## src/rtl/debounce_pkg.sv

```systemverilog
// Purpose: shared event encodings and helpers for the push-button debouncer.
// Latency: n/a (types and constants only).
// Backpressure: n/a.
package debounce_pkg;

    // Event kind carried on the output stream.
    typedef enum logic [1:0] {
        EVT_NONE    = 2'b00,
        EVT_PRESS   = 2'b01,
        EVT_RELEASE = 2'b10,
        EVT_HOLD    = 2'b11
    } evt_kind_t;

    // One pending flag per event kind for a single channel.
    // Field order matches issue priority: press > hold > release.
    typedef struct packed {
        logic prs;
        logic hld;
        logic rel;
    } pend_t;

    // Channel-index width; a single channel still needs one bit.
    function automatic int chan_width(input int n);
        return (n > 1) ? $clog2(n) : 1;
    endfunction

endpackage

```

## src/rtl/debounce_chan.sv

```systemverilog
// Purpose: one button channel: 2-FF synchroniser, integrating debounce counter, hold counter, edge strobes.
// Latency: pin edge to o_debounced = 3 + [(DEB_TICKS-1)*tick_period+1, DEB_TICKS*tick_period] clocks.
// Backpressure: none; strobes are single-clock pulses and must be captured by the caller.
// Ports: i_clk, i_reset_n (sync, active-low), i_pin (raw async pin), i_tick (prescaler strobe),
//        o_debounced / o_held (levels), o_rise / o_fall / o_hold_rise (pulses on the clock the level changes).
module debounce_chan
    import debounce_pkg::*;
#(
    parameter int DEB_TICKS      = 100,
    parameter int HOLD_TICKS     = 1000,
    parameter bit OPT_ACTIVE_LOW = 1'b0
) (
    input  logic i_clk,
    input  logic i_reset_n,
    input  logic i_pin,
    input  logic i_tick,
    output logic o_debounced,
    output logic o_held,
    output logic o_rise,
    output logic o_fall,
    output logic o_hold_rise
);

    localparam int DW = $clog2(DEB_TICKS + 1);
    localparam int HW = $clog2(HOLD_TICKS + 1);

    logic [1:0]    sync_q;
    logic          lvl_q;
    logic [DW-1:0] deb_cnt;
    logic [HW-1:0] hold_cnt;
    logic          flip;
    logic          hold_hit;

    // The synchronised level is retimed once more so the pin-to-counter
    // pipeline is a fixed three clocks; the counter then only sees a clean,
    // polarity-corrected level.
    assign flip     = i_tick && (lvl_q != o_debounced) && (deb_cnt == DW'(DEB_TICKS - 1));
    // A fall on the same tick wins over reaching the hold threshold.
    assign hold_hit = i_tick && o_debounced && !o_held && !flip
                      && (hold_cnt == HW'(HOLD_TICKS - 1));

    assign o_rise      = flip && !o_debounced;
    assign o_fall      = flip && o_debounced;
    assign o_hold_rise = hold_hit;

    always_ff @(posedge i_clk) begin
        if (!i_reset_n) begin
            sync_q      <= {2{OPT_ACTIVE_LOW}};
            lvl_q       <= 1'b0;
            deb_cnt     <= '0;
            o_debounced <= 1'b0;
            hold_cnt    <= '0;
            o_held      <= 1'b0;
        end else begin
            sync_q <= {sync_q[0], i_pin};
            lvl_q  <= sync_q[1] ^ OPT_ACTIVE_LOW;

            // Any clock where the level agrees with the output restarts the
            // integration, so a glitch has to persist for a full run of ticks.
            if (lvl_q == o_debounced) begin
                deb_cnt <= '0;
            end else if (i_tick) begin
                if (flip) begin
                    o_debounced <= lvl_q;
                    deb_cnt     <= '0;
                end else begin
                    deb_cnt <= deb_cnt + 1'b1;
                end
            end

            if (o_fall) begin
                hold_cnt <= '0;
                o_held   <= 1'b0;
            end else if (i_tick && o_debounced && !o_held) begin
                if (hold_hit) begin
                    o_held <= 1'b1;
                end else begin
                    hold_cnt <= hold_cnt + 1'b1;
                end
            end
        end
    end

endmodule

```

## src/rtl/debounce_events.sv

```systemverilog
// Purpose: multi-channel debouncer emitting press/hold/release events, lowest channel first.
// Latency: event word appears 1 clock after the level change that raised it (if the stream is free).
// Backpressure: valid/ready; pending flags absorb one event per kind per channel, a second sets o_overrun.
// Ports: i_clk, i_reset_n (sync, active-low), i_in[NIN] raw pins, o_debounced/o_held[NIN] levels,
//        o_evt_valid/i_evt_ready stream handshake with o_evt_chan/o_evt_kind payload, o_overrun sticky loss flag.
module debounce_events
    import debounce_pkg::*;
#(
    parameter int NIN            = 8,
    parameter int LGTICK         = 10,
    parameter int DEB_TICKS      = 100,
    parameter int HOLD_TICKS     = 1000,
    parameter bit OPT_ACTIVE_LOW = 1'b0
) (
    input  logic                        i_clk,
    input  logic                        i_reset_n,
    input  logic [NIN-1:0]              i_in,
    output logic [NIN-1:0]              o_debounced,
    output logic [NIN-1:0]              o_held,
    output logic                        o_evt_valid,
    input  logic                        i_evt_ready,
    output logic [chan_width(NIN)-1:0]  o_evt_chan,
    output logic [1:0]                  o_evt_kind,
    output logic                        o_overrun
);

    localparam int CW = chan_width(NIN);

    logic [LGTICK-1:0] presc_q;
    logic              tick;

    logic [NIN-1:0]    rise_v;
    logic [NIN-1:0]    fall_v;
    logic [NIN-1:0]    hold_v;

    pend_t [NIN-1:0]   raise;
    pend_t [NIN-1:0]   pend_q;
    pend_t [NIN-1:0]   pend_d;
    pend_t [NIN-1:0]   issue;
    pend_t [NIN-1:0]   issue_eff;

    logic              load;
    logic              sel_found;
    logic [CW-1:0]     sel_chan;
    evt_kind_t         sel_kind;
    logic              ovr_hit;

    always_ff @(posedge i_clk) begin
        if (!i_reset_n) begin
            presc_q <= '0;
        end else begin
            presc_q <= presc_q + 1'b1;
        end
    end

    assign tick = &presc_q;

    for (genvar g = 0; g < NIN; g++) begin : g_chan
        debounce_chan #(
            .DEB_TICKS      (DEB_TICKS),
            .HOLD_TICKS     (HOLD_TICKS),
            .OPT_ACTIVE_LOW (OPT_ACTIVE_LOW)
        ) u_chan (
            .i_clk       (i_clk),
            .i_reset_n   (i_reset_n),
            .i_pin       (i_in[g]),
            .i_tick      (tick),
            .o_debounced (o_debounced[g]),
            .o_held      (o_held[g]),
            .o_rise      (rise_v[g]),
            .o_fall      (fall_v[g]),
            .o_hold_rise (hold_v[g])
        );
    end

    always_comb begin
        raise = '0;
        for (int i = 0; i < NIN; i++) begin
            raise[i].prs = rise_v[i];
            raise[i].hld = hold_v[i];
            raise[i].rel = fall_v[i];
        end
    end

    // Lowest channel with anything pending; inside it, press > hold > release.
    always_comb begin
        sel_found = 1'b0;
        sel_chan  = '0;
        sel_kind  = EVT_NONE;
        issue     = '0;
        for (int i = 0; i < NIN; i++) begin
            if (!sel_found && (pend_q[i] != '0)) begin
                sel_found = 1'b1;
                sel_chan  = CW'(i);
                if (pend_q[i].prs) begin
                    sel_kind     = EVT_PRESS;
                    issue[i].prs = 1'b1;
                end else if (pend_q[i].hld) begin
                    sel_kind     = EVT_HOLD;
                    issue[i].hld = 1'b1;
                end else begin
                    sel_kind     = EVT_RELEASE;
                    issue[i].rel = 1'b1;
                end
            end
        end
    end

    // The output word is fully registered, so ready only gates the load.
    assign load      = !o_evt_valid || i_evt_ready;
    assign issue_eff = load ? issue : '0;
    // A raise landing on a bit that is leaving this clock just re-arms it.
    assign pend_d    = (pend_q & ~issue_eff) | raise;
    assign ovr_hit   = |(raise & pend_q & ~issue_eff);

    always_ff @(posedge i_clk) begin
        if (!i_reset_n) begin
            pend_q      <= '0;
            o_evt_valid <= 1'b0;
            o_evt_chan  <= '0;
            o_evt_kind  <= EVT_NONE;
            o_overrun   <= 1'b0;
        end else begin
            pend_q <= pend_d;
            if (ovr_hit) begin
                o_overrun <= 1'b1;
            end
            if (load) begin
                o_evt_valid <= sel_found;
                o_evt_chan  <= sel_chan;
                o_evt_kind  <= sel_kind;
            end
        end
    end

endmodule

```

## config.mk

```make
export PLATFORM = sky130hd
export DESIGN_NAME = debounce_events
export DESIGN_NICKNAME = d
export VERILOG_FILES = /design/src/rtl/debounce_pkg.sv /design/src/rtl/debounce_chan.sv /design/src/rtl/debounce_events.sv
export SDC_FILE = /design/constraint.sdc
export NUM_CORES = 1
export LEC_CHECK = 0
export BUFFER_PORTS_ARGS = -buffer_cell sky130_fd_sc_hd__buf_2
export CORE_AREA = 5 5 174 176
export CTS_CLUSTER_DIAMETER = 30
export DETAILED_ROUTE_END_ITERATION = 8
export DIE_AREA = 0 0 179 181
export HOLD_SLACK_MARGIN = 0.03
export PLACE_DENSITY = 0.6
export SKIP_CTS_REPAIR_TIMING = 1
export SLEW_MARGIN = 20
export SYNTH_ARGS = -nofsm -noshare
export SYNTH_HDL_FRONTEND = slang
export SYNTH_SLANG_ARGS = --single-unit
```

## constraint.sdc

```tcl
create_clock -name i_clk -period 4.85 [get_ports i_clk]
set_input_delay 0.97 -clock i_clk [delete_from_list [all_inputs] [get_ports i_clk]]
set_output_delay 0.97 -clock i_clk [all_outputs]
set_load 0.03 [all_outputs]
```

==> impl_metrics.py, run 1 <==
metrics = {
    "worst_setup_path": {
        "path_cells": "ha_1 > and4_1 > nand3_1 > buf_4 > a2111oi_2 > and3_1 > nand4_1 > xor2_1 > nor2_1",
        "cp_slowest_cell": "nand3_1",
        "cp_data_required_time_ps": 5250,
        "crit_path_max_fanout": 16,
        "rrSetupSlack_ps": 1410,
        "cp-start-kind": "flip-flop",
        "cpPeakStageDelay_ps": 620,
        "endpoint": "g_chan[4].u_chan.hold_cnt[9]",
        "r2r.worst_path.cells": 9,
        "r2r-start": "presc_q[0]",
        "worstSetupStartpoint": "presc_q[0]",
        "arrival_ps": 3840,
        "crit_type": "flip-flop to flip-flop",
        "timing.rr.end": "g_chan[4].u_chan.hold_cnt[9]",
        "crit_path_end_kind": "flip-flop",
    },
    "grt": {
        "grt_overflow": 0,
        "antenna_found_initial": 0,
        "grt_pass1_vias": 7638,
        "grtUsageTotal": 0.136,
        "grt_pass1_wl_um": 37200,
        "grt_max_degree": 50,
    },
    "power": {
        "p_leak_nw": 4.45,
        "p_per_area_nw_per_um2": 435,
        "ir_drop_mv": 0.271,
        "p_int_mw": 4.18,
        "p_sw_mw": 1.05,
        "seqPwrFrac": 0.346,
        "combPwrFrac": 0.009,
        "total_power_mw": 5.22,
        "p_sw_frac": 0.200,
        "clkPwrFrac": 0.646,
    },
    "sta": {
        "max_slew_margin": 0.449,
        "max_freq_mhz": 290,
        "hold_violations": 0,
        "tightest_slew_ps": 826,
        "drv_slew": 0,
        "rsz0062_at_grt": "no",
        "final.setup.tns_ps": 0,
        "clock_skew_ps": 16.8,
        "period_share": 0.710,
        "worst_slack_ps": 1410,
        "final-setup-viol-count": 0,
        "fin_crit_ps": 3440,
    },
    "route": {
        "vias": 7926,
        "routed_wl_um": 22000,
        "drt_iter0_drc": 488,
        "drc_errors": 0,
        "wire_per_inst_um": 13.8,
        "via_per_inst": 4.97,
        "drt-pass1-iter-count": 5,
        "final_antenna_net_count": 0,
    },
    "cts": {
        "clk_pin_slew_ps": 40,
        "clk_path_buf_depth": 3,
        "clockRootBuffer": "clkbuf_16",
        "cts_sinks": 217,
        "clk_latency_ps": 540,
        "cts_buffers": 53,
        "cts_tree": "yes",
        "htreeDepth": 2,
    },
    "place": {
        "post-dp-hpwl_um": 14900,
        "portBuffers": 33,
        "pre_cts_ws_ps": 1440,
        "finalWeightedCongestion": 0.887,
    },
    "floorplan": {
        "start_util": 0.345,
        "die_width_um": 179,
        "pin_count": 34,
        "die_height_um": 181,
        "die_area_um2": 32400,
        "rows": 62,
        "core_um2": 28500,
    },
    "logic_synthesis": {
        "synthMostInstantiatedCell": "dfxtp_1",
        "ys_top_cells_by_area": "dfxtp_1 (44%), xor2_1 (8.4%), nor2_1 (6.5%)",
        "synth_common_cells": "dfxtp_1 (217), nor2_1 (169), nand2_1 (95), xor2_1 (94), nand4_1 (71)",
        "synth_seq_cells": 217,
        "synth_area_per_cell_um2": 8.71,
        "netlist_instances": 1126,
        "synthFlopType": "dfxtp_1",
        "synth_edf_count": 0,
        "synth-seq-area-share": 0.443,
        "async_flop_share": 0,
        "synth_largest_area_cell": "dfxtp_1",
        "yosysUniqueCellTypes": 61,
        "syn_area_um2": 9810,
        "yosysTopAreaCellShare": 0.443,
        "synth_nets": 1154,
        "ys_warn_count": 0,
    },
    "finish": {
        "utilization": 0.421,
        "area_delta_synth_final_pct": 22.3,
        "drive_above_1_share": 0.112,
        "antennaDiodeCount": 0,
        "fin_nets": 1196,
        "fillers": 2813,
    },
    "outcome": {
        "status": "completed",
    },
    "flow_run": {
        "max_cap_viol_count": 0,
    },
    "worst_hold_path": {
        "hp-class": "flip-flop to flip-flop",
    },
}
[how the worst min path moves through the flow]
stage | startpoint | end | cells past startpoint
2_1_floorplan | g_chan[0].u_chan.sync_q[1] | g_chan[0].u_chan.lvl_q | 1
3_3_place_gp | g_chan[5].u_chan.sync_q[0] | g_chan[5].u_chan.sync_q[1] | 1
3_5_place_dp | g_chan[6].u_chan.sync_q[0] | g_chan[6].u_chan.sync_q[1] | 1
4_1_cts | g_chan[6].u_chan.sync_q[0] | g_chan[6].u_chan.sync_q[1] | 1
5_1_grt | g_chan[5].u_chan.sync_q[0] | g_chan[5].u_chan.sync_q[1] | 1
6_report | g_chan[6].u_chan.sync_q[0] | g_chan[6].u_chan.sync_q[1] | 1
[logic make-up (layout without fill, tap and decap cells)]
group,count (synthesis),count (layout),synth area share
AOI/OAI and AO/OA,128,128,0.0870
DFF,217,217,0.443
xor gates and xnor gates,126,126,0.112
adders and majority gates,17,17,0.0217
muxes,9,9,0.00918
and+or+nand+nor,568,568,0.297
buffers and inverters,61,145,0.0301
[cell type report]
class / count / area [um^2] / share of cell area
clock buffer: 78 / 1560 / 0.130
clock inverter: 19 / 198 / 0.0165
inverter: 11 / 41.3 / 0.00344
multi-input combinational: 848 / 5170 / 0.431
sequential: 217 / 4340 / 0.362
tap: 384 / 480 / 0.0401
timing repair buffer: 37 / 195 / 0.0163
[metal layers]
| metal | up-vias | routed length, um | track usage |
|---|---|---|---|
| met3 | 36 | 978 | 0.0288 |
| met5 | - | 0 | 0 |
| met4 | 0 | 428 | 0.0454 |
| li1 | 4030 | - | - |
| met1 | 3684 | 10600 | 0.185 |
| met2 | 176 | 10000 | 0.214 |
[state kept, by name, summed over array words and instances (netlist names)]
name and flops:
g_chan.u_chan.hold_cnt 80, g_chan.u_chan.deb_cnt 56, pend_q 24, g_chan.u_chan.sync_q 16
presc_q 10, g_chan.u_chan.lvl_q 8, g_chan.u_chan.o_debounced 8, g_chan.u_chan.o_held 8
o_evt_chan 3, o_evt_kind 2, o_evt_valid 1, o_overrun 1
[cell usage in the layout (no fill, tap or decap), drive strengths merged, types with 32 or more instances in the layout]
cell type	synthesis	routed
xor2	94	94
a21oi	32	32
and2	42	42
dfxtp	217	217
nand3	55	55
o21ai	32	32
nand4	72	72
xnor2	32	32
nand2	95	95
buf	20	37
clkbuf	30	78
nor2	169	169
[metrics by stage]
stage / hold slack [ps] / cells / instance area [um^2]
2_1_floorplan: 412 / 1126 / 9810
3_3_place_gp: 417 / 1497 / 10200
3_5_place_dp: 417 / 1497 / 10200
4_1_cts: 428 / 1594 / 12000
5_1_grt: 437 / 1594 / 12000
6_report: 426 / 1594 / 12000
[power by group through the flow]
stage	registers [mW]	clock network, mW	logic (mW)
2_1_floorplan	1.84	0	0.0330
3_3_place_gp	1.84	0	0.0453
3_5_place_dp	1.84	0	0.0451
4_1_cts	1.81	3.45	0.0454
5_1_grt	1.80	3.55	0.0504
6_report	1.81	3.37	0.0446
[worst max-delay path, delay by kind of cell, from the launching register on]
kind            cells  cell delay (ps)
simple gates        5             1650
xor+xnor            1              160
flops               1              370
compound gates      1              480
fa+ha+maj           1              210
buf+inv             1              420
No activity file was read; power rests on OpenSTA's default activity.
==> run 2: changes to the inputs <==
==> constraint.sdc (replaced) <==
create_clock -name i_clk -period 3.6 [get_ports i_clk]
set_input_delay 0.72 -clock i_clk [delete_from_list [all_inputs] [get_ports i_clk]]
set_output_delay 0.72 -clock i_clk [all_outputs]
set_load 0.03 [all_outputs]
==> run 2 against run 1 <==
Sequential power rose by 34%. Register-to-register slack got worse by 720 ps. Global-route usage down 0.19 points. Critical endpoint is now g_chan[3].u_chan.hold_cnt[9]. Highest routed layer unchanged.
==> impl_metrics.py, run 2 (synthesis gave the netlist of run 1 again) <==
metrics = {
    "outcome": {
        "status": "completed",
    },
    "worst_setup_path": {
        "cpLargestDelayFamily": "simple AND/OR/NAND/NOR gates",
        "crit_path_max_fanout": 21,
        "cp_data_required_time_ps": 4000,
        "crit_type": "flip-flop to flip-flop",
        "cp_slowest_cell": "and3_2",
        "crit_path_end_kind": "flip-flop",
        "crit_buf_inv": 1,
        "arrival_ps": 3310,
        "cp-start-kind": "flip-flop",
        "worst_path_most_repeated_cell": "and4_1",
        "cpPeakStageDelay_ps": 510,
        "path_cells": "ha_1 > and4_1 > and3_2 > buf_4 > o2111a_1 > and4_1 > nand3_1 > xor2_1 > nor2_1",
    },
    "power": {
        "p_leak_nw": 4.50,
        "p_sw_frac": 0.193,
        "ir_drop_mv": 0.350,
        "combPwrFrac": 0.009,
        "clkPwrFrac": 0.650,
        "total_power_mw": 7.12,
        "p_sw_mw": 1.37,
        "p_int_mw": 5.75,
        "seqPwrFrac": 0.341,
        "p_per_area_nw_per_um2": 590,
    },
    "place": {
        "dpl-instance-area_um2": 10300,
        "finalWeightedCongestion": 0.864,
        "portBuffers": 33,
        "post-dp-hpwl_um": 15300,
    },
    "cts": {
        "clk_latency_ps": 530,
        "cts_sinks": 217,
        "htreeDepth": 2,
        "clk_path_buf_depth": 3,
        "cts_buffers": 50,
        "clk_pin_slew_ps": 50,
        "cts_tree": "yes",
        "clockRootBuffer": "clkbuf_16",
    },
    "floorplan": {
        "pin_count": 34,
        "die_width_um": 179,
        "die_height_um": 181,
        "core_um2": 28500,
        "die_area_um2": 32400,
        "rows": 62,
        "start_util": 0.345,
    },
    "grt": {
        "use_met3": 0.0328,
        "use_met2": 0.213,
        "antenna_found_initial": 0,
        "grt_pass1_vias": 7470,
        "grt_max_degree": 34,
        "grt_overflow": 0,
        "grt_pass1_wl_um": 36400,
        "grt-busiest-layer": "met2",
        "grtUsageTotal": 0.134,
        "grt_use_met1": 0.177,
    },
    "finish": {
        "design_area_um2": 12100,
        "antennaDiodeCount": 0,
        "fin_nets": 1204,
        "multiInputGateArea_um2": 5170,
        "regMostFlops": "g_chan.u_chan.hold_cnt",
        "drive_above_1_share": 0.119,
        "seqCellArea_um2": 4340,
        "largest_reg_flops": 80,
        "fillers": 2822,
        "final_cell_mix": "dfxtp_1 (217), nor2_1 (169), nand2_1 (95), xor2_1 (94), nand4_1 (71)",
        "reg_top3": "g_chan.u_chan.hold_cnt (80), g_chan.u_chan.deb_cnt (56), pend_q (24)",
        "final_common_cell": "dfxtp_1",
        "area_delta_synth_final_pct": 23.2,
    },
    "flow_run": {
        "max_cap_viol_count": 0,
    },
    "sta": {
        "hold_violations": 0,
        "max_freq_mhz": 343,
        "rsz0062_at_grt": "no",
        "drv_slew": 0,
        "period_share": 0.809,
        "fin_crit_ps": 2910,
        "max_slew_margin": 0.535,
        "final.setup.tns_ps": 0,
        "final-setup-viol-count": 0,
        "worst_hold_slack_ps": 398,
        "tightest_slew_ps": 689,
        "clock_skew_ps": 11.6,
    },
    "route": {
        "drc_errors": 0,
        "vias": 7913,
        "via_per_inst": 4.95,
        "drt-pass1-iter-count": 7,
        "final_antenna_net_count": 0,
        "drt_iter0_drc": 462,
        "routed_wl_um": 21800,
        "wire_per_inst_um": 13.7,
    },
    "worst_hold_path": {
        "hp-class": "primary input to flip-flop",
    },
}
run 2: cell types whose count changed in the layout (fill, tap and decap cells not counted), sizes merged:
cell      change
clkinv        -4
clkbuf        -9
buf          +11
bufinv        +4
clkinvlp      +3
inv           -1
run 2: per-layer routing:
layer / vias to the layer above / wire (um)
li1: 4044 / -
met1: 3655 / 10400
met2: 169 / 9730
met3: 45 / 1130
met4: 0 / 585
met5: - / 0
run 2: worst paths after layout:
path / from / end / slack (ps) / cells after the start
worst min register to register: g_chan[4].u_chan.sync_q[1] / g_chan[4].u_chan.lvl_q / 430 / 1
worst max-delay path: presc_q[0] / g_chan[3].u_chan.hold_cnt[9] / 690 / 9
worst min-delay path: i_in[0] / g_chan[0].u_chan.sync_q[0] / 400 / 2
worst max register to register: presc_q[0] / g_chan[3].u_chan.hold_cnt[9] / 690 / 9
run 2: worst register-to-register path, delay by kind of cell, from the launching register on:
family / cells / cell delay (ps)
compound gates: 1 / 370
xor+xnor: 1 / 140
fa+ha+maj: 1 / 210
buf+inv: 1 / 330
flops: 1 / 360
simple gates: 5 / 1370
run 2: metrics by stage:
stage | utilization | cells | setup slack (ps)
6_report | 0.424 | 1598 | 686
5_1_grt | 0.424 | 1598 | 392
4_1_cts | 0.424 | 1598 | 679
3_5_place_dp | 0.362 | 1508 | 511
3_3_place_gp | 0.362 | 1508 | 601
2_1_floorplan | - | 1126 | 899
run 2: power by group through the flow:
stage               combinational [mW]  sequential, mW  clock, mW
floorplan                       0.0444            2.47          0
global placement                0.0619            2.47          0
detailed placement              0.0624            2.48          0
CTS                             0.0624            2.43       4.73
global route                    0.0693            2.43       4.86
finish                          0.0611            2.43       4.63
run 2: cell type report:
type | count | share of cell area
clock inverters | 21 | 0.0248
well taps | 384 | 0.0398
flip-flops and latches | 217 | 0.359
clock buffers | 69 | 0.121
multi-input cells | 848 | 0.428
repair buffers | 48 | 0.0230
inverters | 11 | 0.00342
